--- src/rtl/stack_mem_resp.sv ---
// Data-memory responder for the calculator stack: 128x8 posedge RAM behind a
// registered req/ack handshake, with a sequential bulk-clear engine.
module stack_mem_resp #(
  parameter int unsigned DW = 8,
  parameter int unsigned AW = 7
) (
  input  logic          clk,
  input  logic          rst,
  input  logic          req,
  input  logic          we,
  input  logic [AW-1:0] addr,
  input  logic [DW-1:0] wdata,
  input  logic          clr,
  output logic [DW-1:0] rdata,
  output logic          ack,
  output logic          busy
);

  localparam int unsigned DEPTH = 2 ** AW;

  typedef enum logic [1:0] {
    ST_IDLE   = 2'd0,
    ST_ACCESS = 2'd1,
    ST_CLEAR  = 2'd2
  } state_e;

  state_e        state_q, state_d;
  logic [AW-1:0] cnt_q, cnt_d;
  logic          we_q, we_d;
  logic [AW-1:0] addr_q, addr_d;
  logic [DW-1:0] wdata_q, wdata_d;
  logic [DW-1:0] rdata_q, rdata_d;
  logic          ack_q, ack_d;

  logic          mem_wr_c;
  logic [AW-1:0] mem_waddr_c;
  logic [DW-1:0] mem_wdata_c;

  logic [DW-1:0] mem [DEPTH];

  // Next-state, request capture and RAM write-port steering
  always_comb begin
    state_d     = state_q;
    cnt_d       = cnt_q;
    we_d        = we_q;
    addr_d      = addr_q;
    wdata_d     = wdata_q;
    rdata_d     = rdata_q;
    ack_d       = 1'b0;
    mem_wr_c    = 1'b0;
    mem_waddr_c = '0;
    mem_wdata_c = '0;

    case (state_q)
      ST_IDLE: begin
        if (clr) begin
          cnt_d   = '0;
          state_d = ST_CLEAR;
        end else if (req) begin
          we_d    = we;
          addr_d  = addr;
          wdata_d = wdata;
          state_d = ST_ACCESS;
        end
      end

      ST_ACCESS: begin
        if (we_q) begin
          mem_wr_c    = 1'b1;
          mem_waddr_c = addr_q;
          mem_wdata_c = wdata_q;
        end else begin
          rdata_d = mem[addr_q];
        end
        ack_d   = 1'b1;
        state_d = ST_IDLE;
      end

      ST_CLEAR: begin
        mem_wr_c    = 1'b1;
        mem_waddr_c = cnt_q;
        mem_wdata_c = '0;
        cnt_d       = cnt_q + AW'(1);
        if (cnt_q == AW'(DEPTH - 1)) begin
          ack_d   = 1'b1;
          state_d = ST_IDLE;
        end
      end

      default: state_d = ST_IDLE;
    endcase
  end

  always_ff @(posedge clk) begin
    if (rst) begin
      state_q <= ST_IDLE;
      cnt_q   <= '0;
      we_q    <= 1'b0;
      addr_q  <= '0;
      wdata_q <= '0;
      rdata_q <= '0;
      ack_q   <= 1'b0;
    end else begin
      state_q <= state_d;
      cnt_q   <= cnt_d;
      we_q    <= we_d;
      addr_q  <= addr_d;
      wdata_q <= wdata_d;
      rdata_q <= rdata_d;
      ack_q   <= ack_d;
    end
  end

  // Array is not reset; a reset edge suppresses any in-flight write or clear step
  always_ff @(posedge clk) begin
    if (!rst && mem_wr_c) begin
      mem[mem_waddr_c] <= mem_wdata_c;
    end
  end

  assign rdata = rdata_q;
  assign ack   = ack_q;
  assign busy  = (state_q != ST_IDLE);

endmodule

--- config.mk ---
export PLATFORM = sky130hd
export DESIGN_NAME = stack_mem_resp
export DESIGN_NICKNAME = d
export VERILOG_FILES = /design/src/rtl/stack_mem_resp.sv
export SDC_FILE = /design/constraint.sdc
export NUM_CORES = 1
export LEC_CHECK = 0
export ABC_CLOCK_PERIOD_IN_PS = 3600
export CAP_MARGIN = 20
export CORE_MARGIN = 3
export CORE_UTILIZATION = 63
export CTS_CLUSTER_DIAMETER = 80
export DETAILED_ROUTE_END_ITERATION = 7
export PLACE_DENSITY_LB_ADDON = 0.08
export SLEW_MARGIN = 20
export SYNTH_ARGS = -nofsm -noshare
export SYNTH_HDL_FRONTEND = slang
export SYNTH_SLANG_ARGS = --single-unit
--- constraint.sdc ---
create_clock -name clk -period 3.6 [get_ports clk]
set_clock_uncertainty 0.2 [all_clocks]
set_input_delay 0.72 -clock clk [delete_from_list [all_inputs] [get_ports clk]]
set_output_delay 0.72 -clock clk [all_outputs]
set_load 0.02 [all_outputs]
; ---- Yosys cells after proc, flatten, opt, wreduce, memory -nomap -nowiden
; Memories as Yosys holds them, arrays and structs flattened. A register that Yosys moved wholly into a read port is not among the register bits.
; Index checks and enable logic that the tools add are counted.
[word_totals]
ff_bits = 26
mem_count = 1
mem_bits_ro = 0
ram_bits = 1024
latchBits = 0
wordCells = 41
[classes]
div_mod_pow = 0
n_mux = 16
bitwise_logic = 2
eq_ne = 6
n_reduce_logical = 9
multipliers = 0
n_addsub = 1
magnitude_cmp = 0
shifts = 0
[mem_list]
columns = name, depth, width, read_ports, rd_ports_with_merged_regs, write_ports, line
row1 = mem, 128, 8, 1, 1, 1, 39  ; logic [DW-1:0] mem [DEPTH];
[ops]
columns = op, n
row1 = $pmux W7 S2, 2
row2 = $mux W8, 2
row3 = $mux W7, 2
row4 = $add A7 B1 Y7 const B, 1
row5 = $eq A7 B7 Y1 const B, 1
row6 = $mux W2, 3
row7 = $reduce_and A2 Y1, 3
row8 = $mux W1, 4
row9 = $ne A2 B2 Y1 const B, 2
row10 = $pmux W1 S2, 2
row11 = $pmux W2 S2, 1
row12 = $reduce_bool A2 Y1, 2
row13 = $ne A3 B3 Y1 const B, 1
row14 = $reduce_and A3 Y1, 1
row15 = $eq A2 B1 Y1 const B, 1
row16 = $eq A2 B2 Y1 const B, 1
row17 = $logic_not A2 Y1, 1
row18 = $not A1 Y1, 2
row19 = $logic_and A1 B1 Y1, 1
row20 = $logic_not A1 Y1, 1

; ---- Longest topological paths before layout
; Gate-level depths: netlist of run 1.
[logic_depth]
word_depth = 5
ltp_mapped = 10
depth_no_buf = 8

; ---- Least setup slack after synthesis of run 1
; Ideal clock, no wire load.
[synth_timing]
path_kind = register -> register
start = reg state_q[1]
end = mem mem[0][0], data pin
slack_ps = 333
arrival_ps = 2531
path_stages_with_launch = 5
period_less_slack_ps = 3267
t_required_ps = 2863
path_cell_list = dfxtp_1 inv_1 ha_1 clkbuf_1 and3_1
[synth_between]
elab_chain_cells = 2
[synth_rtl]
columns = item, line
row1 = "start, declared", 27  ; state_e state_q, state_d;
row2 = "start signal, assigned", 104  ; state_q <= state_d;
row3 = $eq A2 B1 Y1, 54  ; case (state_q)
row4 = $mux W8, 54
row5 = net mem_wdata_c[0], 37  ; logic [DW-1:0] mem_wdata_c;
row6 = "end, declared", 39
; The timed path passes the listed nets, and every way through them passes these cells.

; ---- Final worst setup path of run 1
[layout_timing]
start = reg addr_q[5]
end = mem mem[55][2], enable pin
[layout_between]
elab_chain_cells = 2
[layout_rtl]
columns = item, line
row1 = "start, declared", 30  ; logic [AW-1:0] addr_q, addr_d;
row2 = "start signal, assigned", 107  ; addr_q <= addr_d;
row3 = $mux W7, 68  ; if (we_q) begin
row4 = $pmux W7 S2, 54
; Every way passes these cells.

==> results of run 1 <==
power breakdown:
part	internal, uW	switching (uW)
combinational	330	476
sequential	13300	52.5
clock	6170	4440
flip-flops by register name, indices dropped and copies added, names as in the netlist:
register  cells
ack           1
addr_q        7
cnt_q         7
mem        1024
rdata         8
state_q       2
wdata_q       8
we_q          1
worst register-to-register path, stage by stage, from the launching register on:
cell and delay, ps:
dfxtp_1 940, a22o_1 300, nand2_1 80, nor2_1 410, nand2_1 490, nor2_1 320
buf_4 230
logic make-up after synthesis:
logic type               Yosys count  synth area share (%)
AO/OA/AOI/OAI                    174                  3.12
buffers and inverters            116                  1.66
adder cells (fa/ha/maj)            5                 0.151
flip-flops                      1058                  75.8
multiplexers                     337                  15.5
AND/OR/NAND/NOR                  337                  3.57
XOR/XNOR                           5                 0.106
layout make-up:
class	count	area (um^2)	area share, %
Clock inverter	59	608	1.28
Multi-Input combinational cell	858	9360	19.7
Sequential cell	1058	31400	66.0
Tap cell	855	1070	2.25
Timing Repair Buffer	280	2420	5.09
Clock buffer	127	2700	5.66
Inverter	5	18.8	0.0394
metal layers:
metal	vias up	GRT usage, %	share of wire [%]
li1	8922	-	-
met1	11100	42.1	40
met2	1131	43.6	48
met3	198	4.88	8.9
met4	0	9.78	3.3
met5	-	0	0
cell usage in the layout, fill, tap and decap left out, types with 12 or more instances in the layout:
cell             netlist  final
a21oi_1               43     43
a22o_1                12     12
a22oi_1               56     56
buf_12                 1     20
buf_4                 27    231
bufinv_16              0     12
clkbuf_1              36     21
clkbuf_16              0    103
clkdlybuf4s50_1        0     29
clkinv_1               0     16
clkinv_2               0     22
dfxtp_1               34     30
edfxtp_1            1024   1024
mux2i_1               83     83
mux4_2               244    244
nand2_1               88     88
nand3_1               20     20
nor2_1               160    160
nor2b_1               24     24
path summary, 6_finish.rpt:
check,to,slack (ps),depth (start not counted)
max,mem[55][2],300,6
min,wdata_q[7],260,2
max reg2reg,mem[55][2],300,6
min reg2reg,wdata_q[7],260,2
through the flow:
| step | instances | worst slack, ps | utilization, % |
|---|---|---|---|
| final | 3242 | 303 | 73.5 |
| after floorplan | 2032 | 333 | - |
| after CTS | 3242 | 411 | 73.5 |
| after detailed placement | 3056 | 375 | 68.4 |
| after global placement | 3056 | 442 | 68.4 |
| after global routing | 3242 | 219 | 73.5 |
==> results.md, run 1 <==
* CP peak stage delay at 940 ps
* Peak supply drop at 519 uV
* HP Start: wdata_q[7]
* Buffers on Ports at 29
* Synth area leaders: edfxtp_1, mux4_2, mux2i_1
* Worst-path cell chain: a22o_1, nand2_1, nor2_1, nand2_1, nor2_1, buf_4
* Async S/R FF share, synth at 0%
* Critical Path RT at 3750 ps
* Crit path launch: addr_q[5]
* GRT Util Overall at 28.3%
* Number of antenna-violating nets in the routed design at 0
* PostCTS Resize Cnt at 0
* Most frequent cell after synthesis: edfxtp_1
* Yosys reg bits at 1,058
* Startpoint Class: flip-flop
* Via Count at 21,300
* List of most frequent post-synthesis cells: edfxtp_1, mux4_2, nor2_1
* DR WL/cell at 29.4 um
* Worst skew pair latency at 670 ps
* Final slew viol count at 0
* Critical R2R Launch: addr_q[5]
* Worst min-delay path class: flip-flop to flip-flop
* Crit path max-delay family: simple AND/OR/NAND/NOR gates
* CP max FO at 12
* Gr ovfl total at 0
* Initial antenna violation count at 1
* TNS Setup at 0 ps
* Area growth syn-to-layout at 14.9%
* Clock transition at path regs at 60 ps
* Arrival time worst endpoint at 3450 ps
* Clk root buf: clkbuf_16
* CTS H-tree lvls at 3
* Dpl cell area at 0.0443 mm^2
* Placer Congestion at 0.846
* Die area at 0.0689 mm^2
* Site row count at 93
* Total Power at 24,800 uW
* Post-CTS Setup Repair Bufs at 0
* Register area share after synthesis at 75.8%
* Final Hold Viols at 0
* Result of the run: finished clean
* Syn_area_per_cell at 20.4 um^2
* Clock sinks at 1,058
* Tmin final at 3300 ps
* Synthesized area at 0.0414 mm^2
* IO Pins at 30
* Yosys top cell by area: edfxtp_1
* EDFF count, synth at 1,024
* Hold_buf cts at 0
* Drt first pass iters at 6
* Worst path bufs/invs at 1
* Maximum buffer depth of the clock tree at 3
* Max-cap violation count at 0
* Initial DRC Count at 2,446
* Final instance area at 0.0476 mm^2
* TritonCTS buffer count at 102
* Worst-margin pin slew at 952 ps
* Hold Slack at 261 ps
* Fillers at 3,584
* RSZ-0062 raised after global routing: no
* Fmax at 0.303 GHz
* Lkg Pwr at 0.0175 uW
* Core area at 0.0648 mm^2
* Ant. Diodes at 0
* Total number of yosys warnings at 0
* Slowest cell on crit path: dfxtp_1
* PD cells at 520 mW/mm^2
* Cell count after synthesis at 2,032
* CTS tree: yes
* Nature of the critical path endpoint: flip-flop
* Post-Syn Nets at 2,057
* Net count reported at finish at 2,330
* Routed WL at 95.4 mm
* Vias in the first global route at 21,600
* Vias per cell at 6.58
* Initial Util at 63.9%
* Share of layout cells above drive strength 1 at 28.5%
* Synth Flop Type: edfxtp_1
* Die Ht at 262 um
* Yosys cell types at 60
* Die X at 262 um
* First-pass GRT wire length at 143 mm
* Slew Limit Headroom at 36.5%
* DRC viols at 0
* Yosys top cell area share at 74.2%
* Class of the most critical setup path: flip-flop to flip-flop
* Final Setup Violations at 0
* Period utilization at 91.6%
* Hpwl dp at 60.2 mm
* Pin count of the biggest net entering global routing at 77
No activity file was read; power rests on OpenSTA's default activity.
==> run 2: changes to the inputs <==
--- a/config.mk
+++ b/config.mk
@@ -16,3 +16,4 @@
 export SYNTH_ARGS = -nofsm -noshare
 export SYNTH_HDL_FRONTEND = slang
 export SYNTH_SLANG_ARGS = --single-unit
+export TNS_END_PERCENT = 1
==> results of run 2 <==
The final DEF is identical to that of run 1; final timing and power are the same.
